### src/rtl/temp_alarm_pkg.sv
// rtl/temp_alarm_pkg.sv - shared widths and state encodings for the temperature alarm block
package temp_alarm_pkg;
  localparam int CNT_W = 4;
  localparam int EVT_W = 8;

  typedef enum logic [1:0] {
    ST_IDLE    = 2'd0,
    ST_ARMING  = 2'd1,
    ST_ALARM   = 2'd2,
    ST_COOLING = 2'd3
  } state_t;
endpackage

### src/rtl/sat_counter.sv
// rtl/sat_counter.sv - saturating up-counter with synchronous clear
module sat_counter #(
  parameter int WIDTH = 8
) (
  input  logic             clk,
  input  logic             rst_n,
  input  logic             inc,
  input  logic             clr,
  output logic [WIDTH-1:0] count
);
  logic [WIDTH-1:0] count_q;

  always_ff @(posedge clk or negedge rst_n) begin
    if (!rst_n) begin
      count_q <= '0;
    end else if (clr) begin
      count_q <= '0;
    end else if (inc && (count_q != {WIDTH{1'b1}})) begin
      count_q <= count_q + WIDTH'(1);
    end
  end

  assign count = count_q;
endmodule

### src/rtl/temperature_alarm_ctrl.sv
// rtl/temperature_alarm_ctrl.sv - debounces comparator alerts into a latched, acknowledged alarm
module temperature_alarm_ctrl
  import temp_alarm_pkg::*;
#(
  parameter int CONFIRM_CNT = 4,
  parameter int RELEASE_CNT = 4
) (
  input  logic             clk,
  input  logic             rst_n,
  input  logic             sample_valid,
  input  logic             alert,
  input  logic             ack,
  output logic             alarm,
  output logic             alarm_rise,
  output logic [1:0]       state,
  output logic [EVT_W-1:0] event_count
);
  state_t           state_q;
  logic [CNT_W-1:0] cnt_q;
  logic [CNT_W-1:0] cnt_inc;
  logic             alarm_q;
  logic             rise_q;
  logic             new_event;

  assign cnt_inc = cnt_q + CNT_W'(1);

  // Only a fresh confirmation counts as an event; re-entry from COOLING does not.
  always_comb begin
    new_event = 1'b0;
    if (sample_valid && alert) begin
      case (state_q)
        ST_IDLE:   new_event = (CONFIRM_CNT == 1);
        ST_ARMING: new_event = (cnt_inc == CNT_W'(CONFIRM_CNT));
        default:   new_event = 1'b0;
      endcase
    end
  end

  always_ff @(posedge clk or negedge rst_n) begin
    if (!rst_n) begin
      state_q <= ST_IDLE;
      cnt_q   <= '0;
      alarm_q <= 1'b0;
      rise_q  <= 1'b0;
    end else begin
      rise_q <= new_event;
      unique case (state_q)
        ST_IDLE: begin
          if (new_event) begin
            state_q <= ST_ALARM;
            cnt_q   <= '0;
            alarm_q <= 1'b1;
          end else if (sample_valid && alert) begin
            state_q <= ST_ARMING;
            cnt_q   <= CNT_W'(1);
          end
        end
        ST_ARMING: begin
          if (sample_valid) begin
            if (new_event) begin
              state_q <= ST_ALARM;
              cnt_q   <= '0;
              alarm_q <= 1'b1;
            end else if (alert) begin
              cnt_q <= cnt_inc;
            end else begin
              state_q <= ST_IDLE;
              cnt_q   <= '0;
            end
          end
        end
        ST_ALARM: begin
          if (sample_valid) begin
            if (alert) begin
              cnt_q <= '0;
            end else if (cnt_inc == CNT_W'(RELEASE_CNT)) begin
              state_q <= ST_COOLING;
              cnt_q   <= '0;
            end else begin
              cnt_q <= cnt_inc;
            end
          end
        end
        ST_COOLING: begin
          if (sample_valid && alert) begin
            state_q <= ST_ALARM;
            cnt_q   <= '0;
          end else if (ack) begin
            state_q <= ST_IDLE;
            cnt_q   <= '0;
            alarm_q <= 1'b0;
          end
        end
      endcase
    end
  end

  sat_counter #(.WIDTH(EVT_W)) u_event_cnt (
    .clk   (clk),
    .rst_n (rst_n),
    .inc   (new_event),
    .clr   (1'b0),
    .count (event_count)
  );

  assign alarm      = alarm_q;
  assign alarm_rise = rise_q;
  assign state      = state_q;
endmodule

### config.mk
export PLATFORM = sky130hd
export DESIGN_NAME = temperature_alarm_ctrl
export DESIGN_NICKNAME = d
export VERILOG_FILES = /design/src/rtl/temp_alarm_pkg.sv /design/src/rtl/sat_counter.sv /design/src/rtl/temperature_alarm_ctrl.sv
export SDC_FILE = /design/constraint.sdc
export NUM_CORES = 1
export LEC_CHECK = 0
export CORE_AREA = 2 2 52 54
export DETAILED_ROUTE_END_ITERATION = 10
export DIE_AREA = 0 0 54 56
export PLACE_DENSITY = 0.7
export SLEW_MARGIN = 20
export SYNTH_ARGS = -nofsm -noshare
export SYNTH_HDL_FRONTEND = slang
export SYNTH_HIERARCHICAL = 1
export SYNTH_SLANG_ARGS = --single-unit
### constraint.sdc
create_clock -name clk -period 2 [get_ports clk]
set_input_delay 0.4 -clock clk [delete_from_list [all_inputs] [get_ports clk]]
set_output_delay 0.4 -clock clk [all_outputs]
set_load 0.1 [all_outputs]
# Word-level counts from Yosys, hierarchy flattened
# Index checks and enable logic that the tools add are counted.
[op_classes]
addsub = 2
n_eq_ne = 14
mux = 29
reduce_logical = 7
[op_table]
columns = ["operator", "count"]
rows = [
  ["two-way mux 4 bit", 10],
  ["two-way mux 2 bit", 10],
  ["one-hot mux 4 bit (4 select lines)", 1],
  ["inequality test 2 bit (second input constant)", 6],
  ["inequality test 3 bit (second input constant)", 3],
  ["adder 8 x 1 -> 8 bit (second input constant)", 1],
  ["inequality test 8 bit (second input constant)", 1],
  ["one-hot mux 2 bit (4 select lines)", 1],
  ["AND reduction 4 bit", 2],
  ["AND reduction 7 bit", 1],
  ["two-way mux 1 bit", 6],
  ["adder 4 x 1 -> 4 bit (second input constant)", 1],
  ["equality test 2 bit (second input constant)", 2],
  ["equality test 4 x 3 -> 1 bit (second input constant)", 1],
  ["one-hot mux 1 bit (3 select lines)", 1],
  ["nonzero test 3 bit", 1],
  ["equality test 2 x 1 -> 1 bit (second input constant)", 1],
  ["logical AND 1 bit", 2],
  ["zero test 2 bit", 1],
]
[word_totals]
ff_bits = 16
inputBits = 5
out_inout_bits = 12
wordCells = 57

# Depth between registers and ports, before layout
# Gate-level depths: netlist of the first run.
[logic_depth]
ltp_word = 7
depth_mapped = 9
depth_no_buf = 8

# By module
# The synthesis of the first run kept the hierarchy.
[modules_own_cells]
columns = ["mod", "instances", "cells_each", "area_each_um2", "seq_area_each_um2"]
rows = [
  ["temperature_alarm_ctrl", 1, 70, 659.4, 200.2],
  ["sat_counter", 1, 49, 464.2, 200.2],
]

# Worst setup path before layout of the first run
# No wires, ideal clock.
[synth_timing]
path_kind = "register -> register"
start = "register state_q[0] (netlist: state[0])"
end = "register u_event_cnt.count_q[7] (netlist: u_event_cnt/count[7])"
setup_time_ps = 94
arrival_time_ps = 2188
required_ps = 1906
slack_ps = -282
stages_incl_launch_ff = 8
path_buffers = 2
synth_period_minus_slack_ps = 2282
cell_sequence = "dfrtp_1 -> buf_6 -> nand3_1 -> nor2_1 -> buf_2 -> nand3_1 -> or3_1 -> a211oi_1"
[synth_via]
elab_chain_cells = 4
[synth_rtl]
columns = ["item", "line", "rtl"]
rows = [
  ["start, declared", "temperature_alarm_ctrl.sv:18", "state_t state_q;"],
  ["start signal, assigned", "temperature_alarm_ctrl.sv:41", "state_q <= ST_IDLE;"],
  ["start signal, assigned", "temperature_alarm_ctrl.sv:50", "state_q <= ST_ALARM;"],
  ["start signal, assigned", "temperature_alarm_ctrl.sv:54", "state_q <= ST_ARMING;"],
  ["equality test 2 x 1 -> 1 bit", "temperature_alarm_ctrl.sv:31", "case (state_q)"],
  ["two-way mux 1 bit", "temperature_alarm_ctrl.sv:31", ""],
  ["two-way mux 1 bit", "temperature_alarm_ctrl.sv:30", "if (sample_valid && alert) begin"],
  ["named net new_event", "temperature_alarm_ctrl.sv:23", "logic new_event;"],
  ["logical AND 1 bit", "sat_counter.sv:18", "end else if (inc && (count_q != {WIDTH{1'b1}})) begin"],
  ["end signal, assigned", "sat_counter.sv:19", "count_q <= count_q + WIDTH'(1);"],
  ["end, declared", "sat_counter.sv:11", "logic [WIDTH-1:0] count_q;"],
]
# The timed path passes the listed nets, and every way through them passes these cells.
# A chain may end at the register's enable or synchronous reset.

# Worst setup path in the final report of the first run
[layout_timing]
start = "register cnt_q[1]"
end = "register u_event_cnt.count_q[7] (netlist: u_event_cnt/count[7])"
[layout_via]
elab_chain_cells = 5
[layout_rtl]
columns = ["item", "line", "rtl"]
rows = [
  ["start, declared", "temperature_alarm_ctrl.sv:19", "logic [CNT_W-1:0] cnt_q;"],
  ["start signal, assigned", "temperature_alarm_ctrl.sv:65", "cnt_q <= cnt_inc;"],
  ["start signal, assigned", "temperature_alarm_ctrl.sv:80", "cnt_q <= cnt_inc;"],
  ["adder 4 x 1 -> 4 bit", "temperature_alarm_ctrl.sv:25", "assign cnt_inc = cnt_q + CNT_W'(1);"],
  ["equality test 4 x 3 -> 1 bit", "temperature_alarm_ctrl.sv:33", "ST_ARMING: new_event = (cnt_inc == CNT_W'(CONFIRM_CNT));"],
  ["two-way mux 1 bit", "temperature_alarm_ctrl.sv:31", ""],
  ["two-way mux 1 bit", "temperature_alarm_ctrl.sv:30", ""],
  ["named net new_event", "temperature_alarm_ctrl.sv:23", ""],
  ["logical AND 1 bit", "sat_counter.sv:18", ""],
]
# The timed path passes the listed nets, and every way through them passes these cells.

==> run summary, run 1 <==
reg-to-reg endpoint: u_event_cnt/count[7]
Reg area: 408 um^2
number of global-route vias before repair: 1018
Setup WS post-layout: 0.0345 ns
Worst setup EP type: register
xor and xnor area share after synthesis: 1.56%
mean area per synthesized cell: 9.44 um^2
Critical Path Max Stage Delay: 0.49 ns
cell chosen for the clock root: clkbuf_4
Inserted Diodes: 0
crit path buf inv count: 2
largest area contributor in the netlist: dfrtp_1
simple-gate share of the synthesized area: 29.7%
row cnt: 18
Synth Register Bits: 16
IO buf count: 16
Die X-Extent: 54 um
Max Cap Violations: 0
VDD IR max: 0.482 mV
Power per Cell Area: 608 nW/um^2
Hold Slack: 0.417 ns
Post-synth top flop: dfrtp_1
sw power: 345 uW
worst reg-to-reg setup slack: 0.03 ns
worst-skew pair later-pin latency: 0.29 ns
Critical-path top delay cell: dfrtp_2
most frequent cells in the layout: 30 x buf_4, 10 x dfrtp_1, 7 x nand2_1
Async SR Flop Fraction: 100%
number of enable flip-flop cells after synthesis: 0
P_int: 610 uW
RD Place Congestion: 0.765
drt first-iter violations: 18
worst min path class: input port to async pin
drt wl/cell: 14.4 um
Reg clk slew, reported paths: 0.10 ns
Worst EP arrival: 2.17 ns
Slew Viols, Final: 0
Setup crit start kind: register
DR DRC count: 0
Comb pwr share: 33.5%
Area contributors post-synth: dfrtp_1 36%, ha_1 3.3%, nand2b_1 2.8%
Multi-input gate area: 746 um^2
H-Tree Depth: 1
Post-Place Worst Slack: -0.163 ns
dpl hpwl: 2030 um
GRT Util Overall: 19.8%
crit path to: u_event_cnt/count[7]
Synth top area share: 35.6%
Critical path origin: cnt_q[1]
Vias: 1041
Post-Syn Area: 1120 um^2
largest family of logic cells by synthesized area: simple AND/OR/NAND/NOR gates
register share of total power: 43.7%
Mapped Cells: 119
Leak: 0.000646 uW
Final TNS setup: 0 ns
Final period util: 98.3%
RSZ-0062 raised after global routing: true
Max clock buf depth: 2
area of the core: 2430 um^2
Crit path max-delay family: simple AND/OR/NAND/NOR gates
warnings from Yosys: 6
CP max FO: 7
CTS tree: built
post-route ant nets: 0
sequential-to-total area share from yosys stat: 35.6%
Setup Crit Path Kind: register to register
clock tree sinks: 16
mux contribution to synthesized area: 2.90%
Synth Area in Adders: 3.34%
most common cell after layout, fill and taps aside: buf_4
Finish-stage setup viols: 0
share of cells above drive strength 1: 42.7%
vias per inst: 5.57
Worst EP required: 2.21 ns
Layout fillers: 211
status: finished clean
GR Overflow Total: 0
pin count of the biggest net entering global routing: 17
IO Count: 17
fmax: 509 MHz
Die ar.: 3020 um^2
global-route wire length before repair: 4500 um
cells along the critical path: ha_4, inv_2, o2111a_1, nor2_2, nor2_1, buf_4, nand3_4, or3_4, a211oi_2
Area growth syn-to-layout: 39.9%
Nets: 166
worst flop-to-flop path startpoint: cnt_q[1]
Distinct cells, synth: 53
min Tclk post-route: 1.97 ns
CTS buffer count: 3
worst clock skew: 0.00404 ns
antenna violations before repair: 0
Hold Vio Cnt, Final: 0
CP Depth: 9
Final Routed Wirelength: 2690 um
Clk pwr share: 22.8%
Initial Util: 46.2%
Synth Area in Compound Gates: 22.0%
Switching Share: 36.1%
DRT Pass-1 Iters: 4
FF-to-FF path depth: 9
die height: 56 um
-- stage by stage --
step | total power (uW) | cells | util (%) | instance area [um^2]
floorplan | 614 | 120 | - | 1160
global placement | 706 | 177 | 59.5 | 1450
detailed placement | 720 | 177 | 59.5 | 1450
CTS | 939 | 181 | 61.0 | 1480
global route | 1010 | 187 | 64.6 | 1570
finish | 955 | 187 | 64.6 | 1570
-- worst reg2reg max path, delay by kind of cell (launching register included) --
kind | cells | cell delay [ns]
simple gates | 4 | 0.61
flops | 1 | 0.49
compound gates | 2 | 0.38
fa+ha+maj | 1 | 0.20
buf+inv | 2 | 0.20
-- cell type report --
| class | instances | area share (%) |
|---|---|---|
| Inverter | 5 | 1.19 |
| Clock buffer | 4 | 2.31 |
| Multi-Input combinational cell | 95 | 47.5 |
| Timing Repair Buffer | 37 | 20.7 |
| Sequential cell | 16 | 26.0 |
| Tap cell | 30 | 2.39 |
-- cell usage after synthesis, types with 2 or more instances --
cell type	number
nor2b_1	5
dfrtp_1	16
nand2b_1	5
nand3_1	6
nand2_1	7
nor3_1	5
and3_1	2
xnor2_1	2
o31ai_1	2
nor2_1	5
a21oi_1	6
and4_1	2
o21ai_2	2
nor3b_1	3
o21ai_0	5
mux2_2	2
buf_6	2
inv_1	5
ha_1	3
-- repair_timing --
item / in CTS / in global routing
buffers inserted: 0 / 6
hold buffers: 0 / 0
gates resized for setup: 0 / 10
setup endpoints to repair: 0 / 5
-- power by group through the flow --
stage                     combinational, uW  clock (uW)  sequential (uW)
after CTS                               296         225              419
after floorplan                         155           0              459
final                                   320         218              417
after global routing                    346         241              423
after detailed placement                295           0              424
after global placement                  284           0              422
-- cells by family after synthesis --
logic type,count (synthesis)
AO/OA/AOI/OAI,31
XOR/XNOR,2
adder cells (fa/ha/maj),3
buffers and inverters,9
flip-flops,16
multiplexers,3
other,1
AND/OR/NAND/NOR,54
-- how the worst min path moves through the flow --
stage | end | from
after floorplan | alarm | rst_n
after global placement | alarm | alarm
after detailed placement | alarm | alarm
after CTS | u_event_cnt/count[6] | rst_n
after global routing | u_event_cnt/count[6] | rst_n
final | u_event_cnt/count[3] | rst_n
-- sequential cells by signal (all words and copies together), names as in the netlist --
signal and cells:
alarm 1, alarm_rise 1, cnt_q 4, state 2, u_event_cnt/count 8
-- metal layers --
layer	vias to the layer above	track usage (%)	wire [um]
li1	519	-	-
met5	-	0	0
met2	23	34.7	1440
met1	497	24.0	1160
met3	2	1.61	76
met4	0	7.86	19
No activity file was read; power rests on OpenSTA's default activity.
==> run 2, diff against run 1 <==
--- a/config.mk
+++ b/config.mk
@@ -5,10 +5,10 @@
 export SDC_FILE = /design/constraint.sdc
 export NUM_CORES = 1
 export LEC_CHECK = 0
-export CORE_AREA = 2 2 52 54
+export CORE_AREA = 2 2 50 52
 export DETAILED_ROUTE_END_ITERATION = 10
-export DIE_AREA = 0 0 54 56
-export PLACE_DENSITY = 0.7
+export DIE_AREA = 0 0 52 54
+export PLACE_DENSITY = 0.72
 export SLEW_MARGIN = 20
 export SYNTH_ARGS = -nofsm -noshare
 export SYNTH_HDL_FRONTEND = slang
==> constraint.sdc (replaced) <==
create_clock -name clk -period 2.1 [get_ports clk]
set_input_delay 0.42 -clock clk [delete_from_list [all_inputs] [get_ports clk]]
set_output_delay 0.42 -clock clk [all_outputs]
set_load 0.1 [all_outputs]
==> run summary, run 2 (synthesis gave the netlist of run 1 again) <==
Max Cap Violations: 0 (unchanged)
post-CTS setup buffers: 0 (unchanged)
IO buf count: 16 (unchanged)
total power: 803 uW (was 955 uW)
cell chosen for the clock root: clkbuf_4 (unchanged)
Critical Path Max Stage Delay: 0.46 ns (was 0.49 ns)
pin count of the biggest net entering global routing: 17 (unchanged)
cells resized by post-CTS repair: 0 (unchanged)
Worst EP arrival: 2.14 ns (was 2.17 ns)
CP max FO: 7 (unchanged)
worst reg-to-reg setup slack: 0.16 ns (was 0.03 ns)
Final period util: 92.5% (was 98.3%)
antenna violations before repair: 0 (unchanged)
Worst EP required: 2.30 ns (was 2.21 ns)
Switching Share: 35.7% (was 36.1%)
Finished Cell Area: 1410 um^2 (was 1570 um^2)
drt wl/cell: 13.5 um (was 14.4 um)
Worst setup EP type: register (unchanged)
CTS tree: built (unchanged)
status: finished clean (unchanged)
Final Routed Wirelength: 2410 um (was 2690 um)
RSZ-0062 raised after global routing: false (was true)
global-route wire length before repair: 3950 um (was 4500 um)
drt first-iter violations: 15 (was 18)
most common cell after layout, fill and taps aside: buf_4 (unchanged)
row cnt: 18 (unchanged)
Finish-stage setup viols: 0 (unchanged)
worst min path class: input port to async pin (unchanged)
Reg clk slew, reported paths: 0.09 ns (was 0.10 ns)
fmax: 515 MHz (was 509 MHz)
crit path buf inv count: 1 (was 2)
VDD IR max: 0.516 mV (was 0.482 mV)
Max clock buf depth: 2 (unchanged)
CTS Hold Bufs: 0 (unchanged)
H-Tree Depth: 1 (unchanged)
vias per inst: 5.50 (was 5.57)
Setup Crit Path Kind: register to register (unchanged)
most frequent cells in the layout: 25 x buf_4, 10 x dfrtp_1, 7 x nand2_1 (was 30 x buf_4, 10 x dfrtp_1, 7 x nand2_1)
Die X-Extent: 52 um (was 54 um)
area of the core: 2320 um^2 (was 2430 um^2)
Hold Slack: 0.442 ns (was 0.417 ns)
RD Place Congestion: 0.770 (was 0.765)
number of global-route vias before repair: 860 (was 1018)
DRT Pass-1 Iters: 4 (unchanged)
Clk pwr share: 19.9% (was 22.8%)
Die ar.: 2810 um^2 (was 3020 um^2)
Power per Cell Area: 569 nW/um^2 (was 608 nW/um^2)
Inserted Diodes: 0 (unchanged)
register share of total power: 48.4% (was 43.7%)
die height: 54 um (was 56 um)
Area growth syn-to-layout: 25.6% (was 39.9%)
dpl hpwl: 1830 um (was 2030 um)
Finished Layout Cells: 179 (was 187)
Crit path max-delay family: simple AND/OR/NAND/NOR gates (unchanged)
clock tree sinks: 16 (unchanged)
placed inst area: 1370 um^2 (was 1450 um^2)
share of cells above drive strength 1: 35.6% (was 42.7%)
Initial Util: 48.4% (was 46.2%)
placed insts: 175 (was 177)
Nets: 158 (was 166)
post-route ant nets: 0 (unchanged)
Leak: 0.000585 uW (was 0.000646 uW)
worst clock skew: 0.00611 ns (was 0.00404 ns)
Hold Vio Cnt, Final: 0 (unchanged)
Largest register FFs: 8 (unchanged)
worst-skew pair later-pin latency: 0.28 ns (was 0.29 ns)
Final TNS setup: 0 ns (unchanged)
GRT Util Overall: 19.1% (was 19.8%)
CTS buffer count: 3 (unchanged)
Comb pwr share: 31.7% (was 33.5%)
GR Overflow Total: 0 (unchanged)
min Tclk post-route: 1.94 ns (was 1.97 ns)
P_int: 516 uW (was 610 uW)
sw power: 287 uW (was 345 uW)
DR DRC count: 0 (unchanged)
Setup crit start kind: register (unchanged)
Vias: 984 (was 1041)
IO Count: 17 (unchanged)
Critical-path top delay cell: dfrtp_2 (unchanged)
cells along the critical path: ha_2, inv_2, o2111a_1, nor2_1, nor2_2, nand3_2, or3_1, a211oi_2 (was ha_4, inv_2, o2111a_1, nor2_2, nor2_1, buf_4, nand3_4, or3_4, a211oi_2)
Slew Viols, Final: 0 (unchanged)
run 2: final timing paths:
path	cells past startpoint	startpoint	to
max	8	cnt_q[0]	u_event_cnt/count[7]
min	2	rst_n	u_event_cnt/count[5]
max reg2reg	8	cnt_q[0]	u_event_cnt/count[7]
min reg2reg	2	alarm	alarm
max in group asynchronous	2	rst_n	cnt_q[1]
min in group clk	2	alarm	alarm
run 2: power groups by stage:
stage                     Sequential (uW)  Combinational [uW]  Clock, uW
after floorplan                       424                 140          0
after global placement                388                 247          0
after detailed placement              392                 252          0
after CTS                             385                 253        174
after global routing                  394                 278        192
final                                 388                 254        160
run 2: layout make-up:
cell class              instances  area (um^2)
fillers                       202          908
multi-input cells              95          693
flip-flops and latches         16          408
repair buffers                 29          228
well taps                      30         37.5
clock buffers                   4         26.3
inverters                       5         18.8
run 2: metrics by stage:
stage                     utilization (%)  setup WS, ns
after floorplan                         -        0.0369
after global placement               59.0       -0.0498
after detailed placement             59.0        -0.104
after CTS                            60.1        0.0135
after global routing                 60.8        0.0188
final                                60.8         0.157
run 2: per-layer routing:
layer	track usage, %	wire length [um]	vias up
li1	-	-	508
met1	27.6	1300	461
met2	26.6	1040	11
met3	5.56	49	4
met4	7.89	29	0
met5	0	0	-
run 2: worst register-to-register path: cells and delay by family (launching register included):
kind | cells | cell delay [ns]
AND/OR/NAND/NOR | 4 | 0.70
flip-flops | 1 | 0.46
AO/OA/AOI/OAI | 2 | 0.43
adder cells (fa/ha/maj) | 1 | 0.22
buffers and inverters | 1 | 0.05
